## config.mk

```make
export PLATFORM = sky130hd
export DESIGN_NAME = spike_encoder
export DESIGN_NICKNAME = d
export VERILOG_FILES = /design/src/rtl/snn_pkg.sv /design/src/rtl/spike_lane.sv /design/src/rtl/spike_encoder.sv
export SDC_FILE = /design/constraint.sdc
export NUM_CORES = 1
export LEC_CHECK = 0
export ABC_AREA = 1
export BUFFER_PORTS_ARGS = -buffer_cell sky130_fd_sc_hd__buf_2
export CAP_MARGIN = 10
export CORE_UTILIZATION = 32
export DETAILED_ROUTE_END_ITERATION = 8
export HOLD_SLACK_MARGIN = 0.08
export MAX_ROUTING_LAYER = met4
export PLACE_DENSITY = 0.55
export SLEW_MARGIN = 20
export SYNTH_ARGS = -nofsm -noshare
export SYNTH_HDL_FRONTEND = slang
export SYNTH_SLANG_ARGS = --single-unit
```

## constraint.sdc

```tcl
create_clock -name clk -period 3.9 [get_ports clk]
set_clock_uncertainty 0.1 [all_clocks]
set_input_delay 0.195 -clock clk [delete_from_list [all_inputs] [get_ports clk]]
set_output_delay 0.195 -clock clk [all_outputs]
set_load 0.005 [all_outputs]
```

## src/rtl/snn_pkg.sv

```systemverilog
// Shared definitions for the spiking-network encoder front end:
// default widths and the encoder FSM state type.
package snn_pkg;

    localparam int INPUTS_DEF = 25;
    localparam int PIX_W_DEF  = 4;
    localparam int STEPS_DEF  = 20;
    localparam int CNT_W      = 16;

    typedef enum logic [1:0] {
        IDLE,
        CLEAR,
        RUN,
        FIN
    } enc_state_e;

endpackage

```

## src/rtl/spike_lane.sv

```systemverilog
// One encoder lane: a PIX_W-bit phase accumulator whose overflow carry is
// registered as the lane's spike, giving a rate of pix / 2^PIX_W per step.
module spike_lane
    import snn_pkg::*;
#(
    parameter int PIX_W = PIX_W_DEF
) (
    input  logic             clk,
    input  logic             rst,
    input  logic             clr,
    input  logic             step,
    input  logic [PIX_W-1:0] pix,
    output logic             spike
);

    logic [PIX_W-1:0] acc_q, acc_d;
    logic             spike_q, spike_d;
    logic [PIX_W:0]   sum;

    always_comb begin
        // NOTE: every signal gets a default before any branch so no latch is inferred.
        sum     = {1'b0, acc_q} + {1'b0, pix};
        acc_d   = acc_q;
        spike_d = 1'b0;
        if (clr) begin
            acc_d = '0;
        end else if (step) begin
            acc_d   = sum[PIX_W-1:0];
            spike_d = sum[PIX_W];
        end
    end

    always_ff @(posedge clk) begin
        // NOTE: state updates use non-blocking assignments so all flops sample together.
        if (rst) begin
            acc_q   <= '0;
            spike_q <= 1'b0;
        end else begin
            acc_q   <= acc_d;
            spike_q <= spike_d;
        end
    end

    assign spike = spike_q;

endmodule

```

## src/rtl/spike_encoder.sv

```systemverilog
// Rate encoder: latches a pixel frame on load, clears the neuron, then emits
// STEPS timesteps of per-lane spikes followed by a one-cycle done pulse.
module spike_encoder
    import snn_pkg::*;
#(
    parameter int INPUTS = INPUTS_DEF,
    parameter int PIX_W  = PIX_W_DEF,
    parameter int STEPS  = STEPS_DEF
) (
    input  logic                    clk,
    input  logic                    rst,
    input  logic                    load,
    input  logic [INPUTS*PIX_W-1:0] pixels,
    output logic                    busy,
    output logic [INPUTS-1:0]       signals,
    output logic                    step_valid,
    output logic                    re_out,
    output logic                    done
);

    localparam logic [CNT_W-1:0] LAST_STEP = CNT_W'(STEPS - 1);

    enc_state_e              state_q, state_d;
    logic [CNT_W-1:0]        cnt_q, cnt_d;
    logic [INPUTS*PIX_W-1:0] pix_q, pix_d;
    logic                    re_q, re_d;
    logic                    done_q, done_d;
    logic                    valid_q, valid_d;
    logic                    lane_clr, lane_step;

    always_comb begin
        state_d = state_q;
        cnt_d   = cnt_q;
        pix_d   = pix_q;
        re_d    = 1'b0;
        done_d  = 1'b0;
        valid_d = 1'b0;
        unique case (state_q)
            IDLE: begin
                if (load) begin
                    pix_d   = pixels;
                    re_d    = 1'b1;
                    state_d = CLEAR;
                end
            end
            CLEAR: begin
                cnt_d   = '0;
                state_d = RUN;
            end
            RUN: begin
                valid_d = 1'b1;
                cnt_d   = cnt_q + CNT_W'(1);
                if (cnt_q == LAST_STEP) state_d = FIN;
            end
            FIN: begin
                done_d  = 1'b1;
                state_d = IDLE;
            end
            default: state_d = IDLE;
        endcase
    end

    always_ff @(posedge clk) begin
        if (rst) begin
            state_q <= IDLE;
            cnt_q   <= '0;
            pix_q   <= '0;
            re_q    <= 1'b0;
            done_q  <= 1'b0;
            valid_q <= 1'b0;
        end else begin
            state_q <= state_d;
            cnt_q   <= cnt_d;
            pix_q   <= pix_d;
            re_q    <= re_d;
            done_q  <= done_d;
            valid_q <= valid_d;
        end
    end

    // Lanes step on exactly the edges where the FSM sits in RUN.
    assign lane_clr  = (state_q == CLEAR);
    assign lane_step = (state_q == RUN);

    for (genvar i = 0; i < INPUTS; i++) begin : g_lane
        spike_lane #(
            .PIX_W(PIX_W)
        ) u_lane (
            .clk  (clk),
            .rst  (rst),
            .clr  (lane_clr),
            .step (lane_step),
            .pix  (pix_q[i*PIX_W +: PIX_W]),
            .spike(signals[i])
        );
    end

    assign busy       = (state_q != IDLE);
    assign step_valid = valid_q;
    assign re_out     = re_q;
    assign done       = done_q;

endmodule

```

Word level (Yosys, flattened, before mapping)
Index checks and enable logic that the tools add are counted.

operators by class
  bitwise logic cells = 2
  equal/unequal tests = 6
  add/subtract/negate cells = 26
  mux-type cells = 7
  reduce and logical (&&, ||, !) cells = 8

operators by type and width
  operator                                        count
  adder 4 x 4 -> 5 bit                            25
  case mux 16 bit (2 select lines)                1
  adder 16 x 1 -> 16 bit, second input constant   1
  == test 16 x 5 -> 1 bit, second input constant  1
  case mux 2 bit (4 select lines)                 1
  == test 2 bit, second input constant            2
  2-to-1 mux 2 bit                                2
  inequality test 2 bit, second input constant    2
  AND reduction 2 bit                             2
  nonzero test 2 bit                              2
  OR reduction 2 bit                              2
  2-to-1 mux 1 bit                                3
  OR reduction 3 bit                              1
  == test 2 x 1 -> 1 bit, second input constant   1
  logical NOT 2 bit                               1
  NOT 1 bit                                       2

storage, ports and cells
  bits of input ports = 103
  logic and storage cells = 105
  flip-flop bits (word level) = 246

Depth between registers and ports, before layout
  word-level depth = 3
  depth in mapped cells = 10
  gate-level depth less buffers = 10

By module
From an unflattened synthesis, not the netlist that was laid out.

second synthesis, totals
  cell total of the unflattened synthesis = 1,699
  area total of the unflattened synthesis = 12,648.4 um^2

modules (own cells, without submodules)
  module                              seq. area each (um^2)  times used  area each (um^2)  cells each
  spike_lane (g_lane[0].u_lane ...)   100.1                  23          329.1             45
  spike_encoder                       2,422.3                1           4,439.3           582
  spike_lane (g_lane[21].u_lane ...)  100.1                  2           320.3             41

Worst setup path before layout
No wires, ideal clock.

  path type = register to register
  start = register state_q[1]
  end = register cnt_q[12]
  required time = 3.680 ns
  slack = 2.306 ns
  stages on the path, launching flop included = 10
  arrival = 1.374 ns
  cell sequence = dfxtp_1 > inv_1 > ha_1 > inv_2 > nor3_4 > nand3_2 > inv_2 > nand3_1 > nand2_1 > nor2_1

between the ends
  word-level cells in the longest chain between the ends = 2
  elaborated cells between the ends (all ways) = 4

RTL lines
  what                                                                           RTL line             RTL
  start: declaration                                                             spike_encoder.sv:23  enc_state_e state_q, state_d;
  start signal: assignment                                                       spike_encoder.sv:72  state_q <= state_d;
  == test 2 bit / == test 2 x 1 -> 1 bit (equally long branches)                 spike_encoder.sv:38  unique case (state_q)
  case mux 16 bit (2 select lines) / nonzero test 2 bit (equally long branches)  --
  end signal: assignment                                                         spike_encoder.sv:73  cnt_q <= cnt_d;
  end: declaration                                                               spike_encoder.sv:24  logic [CNT_W-1:0] cnt_q, cnt_d;

Parallel ways exist; a longest one is shown, timed or not.
A chain may end at the register's enable or synchronous reset.

Worst setup path after layout
  start = register state_q[1]
  end = register g_lane[13].u_lane.spike_q

between the ends
  word-level cells in the longest chain between the ends = 3
  elaborated cells between the ends (all ways) = 4

RTL lines
  what                                   RTL line             RTL
  == test 2 bit                          spike_encoder.sv:83  assign lane_step = (state_q == RUN);
  NOT 1 bit (no source line)             --
  OR reduction 3 bit (no source line) *  --
  end signal: assignment                 spike_lane.sv:40     spike_q <= spike_d;
  end: declaration                       spike_lane.sv:17     logic spike_q, spike_d;

Every way passes the cells marked *; elsewhere a longest branch is shown, timed or not.

==> flow_summary.yaml <==
place:
  portBuffers: 131
  pre_cts_ws_ps: 1590
  hpwlAfterDp_um: 18300
  place_inst: 2045
  gp_congestion: 0.806
finish:
  drive_above_1_share_pct: 11.5
  fillerInstances: 3694
  layout_common_cells: "nor2_1 (302), dfxtp_1 (246), o21ai_0 (189)"
  n_antenna_cell: 0
  final_common_cell: "nor2_1"
  syn2layout_area_growth_pct: 24.1
  final_cells: 2201
  nNetsFinal: 1944
setup_path:
  cp.required_ps: 4250
  start_kind: "flop"
  worst_setup_path_end_kind: "flop"
  crit_arrival_ps: 2640
  critPathLaunch: "state_q[1]$_SDFFE_PP0P_"
  timing.rr.start: "state_q[1]$_SDFFE_PP0P_"
  cp_max_fo: 29
  path_class: "flop to flop"
hold_path:
  hold_start: "pixels[28]"
  hold_class: "primary input to flop"
timing:
  drv_slew: 0
  setup_viol: 0
  slew_headroom_pct: 37.8
  tns_ps: 0
  setup_ws_ps: 1610
  tightestPinTransition_ps: 932
  finalCritPeriodShare_pct: 58.7
  hold_viol_final: 0
  fmax_ghz: 0.437
  min_period_ps: 2290
  rsz0062_at_grt: "false"
detailed_routing:
  routed_wl_um: 27900
  vias: 9928
  routedWlPerCell_um: 12.7
  drt_first_pass_iters: 5
  drc: 0
  drt_iter0_drc: 465
  via_per_inst: 4.51
  ant_nets: 0
logic_synthesis:
  ys_ff_latch: 246
  ys_types: 30
  ys_seq_area_share_pct: 41.1
  netlist_instances: 1529
  avgSynthCellArea_um2: 7.83
  synth_area_um2: 12000
  yosysWarnings: 0
  syn-num-nets: 1763
clock_network:
  cts.sinks: 246
  post_cts_buffers: 0
  cts_made_buffers: 29
  cts_resized: 0
  cts_tree: "yes"
  clk_latency_ps: 550
  hold_buffers: 102
  clk_pin_slew_ps: 60
  clk_path_buf_depth: 3
  cts_max_level: 1
  root_buffer: "clkbuf_16"
floorplan:
  start_util_pct: 32.6
  die_area_um2: 38200
  rows: 70
  coreArea_um2: 36700
  pin_count: 132
  die_h_um: 195
  die_w_um: 195
global_route:
  grt_usage_pct: 15.2
  grt_antenna_before_repair: 0
  gr-total-overflow: 0
  grt_pass1_vias: 9607
  grt_pass1_wl_um: 46500
  grt_max_degree: 121
status:
  status: "finished, final reports clean"
power:
  p_leak_nw: 6.84
  cellPowerDensity_nw_per_um2: 613
  ir_worst_vdd_mv: 0.406
run:
  cap_viol_max_count: 0
[per-stage QoR]
step | hold slack [ps] | area [um2] | util [%] | power (W)
global placement | 351 | 12800 | 35.0 | 0.00625
floorplan | 166 | 12000 | - | 0.00558
global route | 337 | 14900 | 40.5 | 0.00988
detailed placement | 352 | 12900 | 35.0 | 0.00633
CTS | 302 | 14900 | 40.5 | 0.00926
finish | 337 | 14900 | 40.5 | 0.00911
[critical path, cell delays in order, from the launching register on]
cell	delay (ps)
dfxtp_1	430
inv_1	110
ha_1	220
nor2_4	110
buf_4	360
nand2_2	550
a21oi_1	310
[final timing paths]
check / endpoint / slack (ps) / depth (start not counted)
setup / recovery: g_lane[13].u_lane.spike$_SDFF_PP0_ / 1610 / 6
hold / removal: pix_q[28]$_SDFFE_PP0P_ / 340 / 4
setup reg to reg: g_lane[13].u_lane.spike$_SDFF_PP0_ / 1610 / 6
hold reg to reg: g_lane[9].u_lane.acc_q[0]$_SDFFE_PP0P_ / 360 / 2
[layout make-up]
type	instances	area (um2)	share of cell area (%)
multi-input combinational	1003	5900	39.7
sequential	246	4920	33.1
timing repair buffer	241	1750	11.8
clock buffer	42	805	5.41
inverter	189	714	4.81
tap	468	586	3.94
clock inverter	12	189	1.27
[synthesized netlist by cell type (all sizes together)]
library cell | n | area share, %
a211oi | 3 | 0.19
a21oi | 103 | 4.3
a31oi | 1 | 0.052
buf | 55 | 2.8
clkbuf | 36 | 1.1
clkinv | 1 | 0.031
dfxtp | 246 | 41
fa | 25 | 4.2
ha | 106 | 11
inv | 188 | 5.9
nand2 | 140 | 4.4
nand3 | 67 | 2.8
nand4 | 3 | 0.16
nor2 | 304 | 9.5
nor3 | 5 | 0.34
o211ai | 12 | 0.75
o21ai | 192 | 8.1
or2 | 1 | 0.052
xnor2 | 20 | 1.5
xor2 | 21 | 1.5
[flip-flops by register name, summed over array words and instances (netlist names)]
register	cells
pix_q	100
re_out	1
state_q	2
cnt_q	16
done	1
g_lane.u_lane.spike	25
step_valid	1
g_lane.u_lane.acc_q	100
[per-layer routing]
layer	up-vias	part of all wire [%]	track usage, %
met4	0	1.9	3.85
li1	5252	-	-
met3	36	3.4	2.04
met5	-	0	-
met1	4505	49	19.5
met2	135	46	25.2
[cells by family after synthesis]
group                    after synthesis  synth area share (%)
adder cells (fa/ha/maj)              131                  15.3
AND/OR/NAND/NOR                      520                  17.3
AO/OA/AOI/OAI                        311                  13.4
buffers and inverters                280                  9.89
flip-flops                           246                  41.1
XOR/XNOR                              41                  3.00
[power by group]
part | switching [W] | internal, W | total [W]
combinational | 0.00175 | 0.00110 | 0.00285
sequential | 0.000371 | 0.00309 | 0.00346
clock | 0.00104 | 0.00176 | 0.00280
total | 0.00316 | 0.00595 | 0.00911
(Power assumes the default switching activity.)
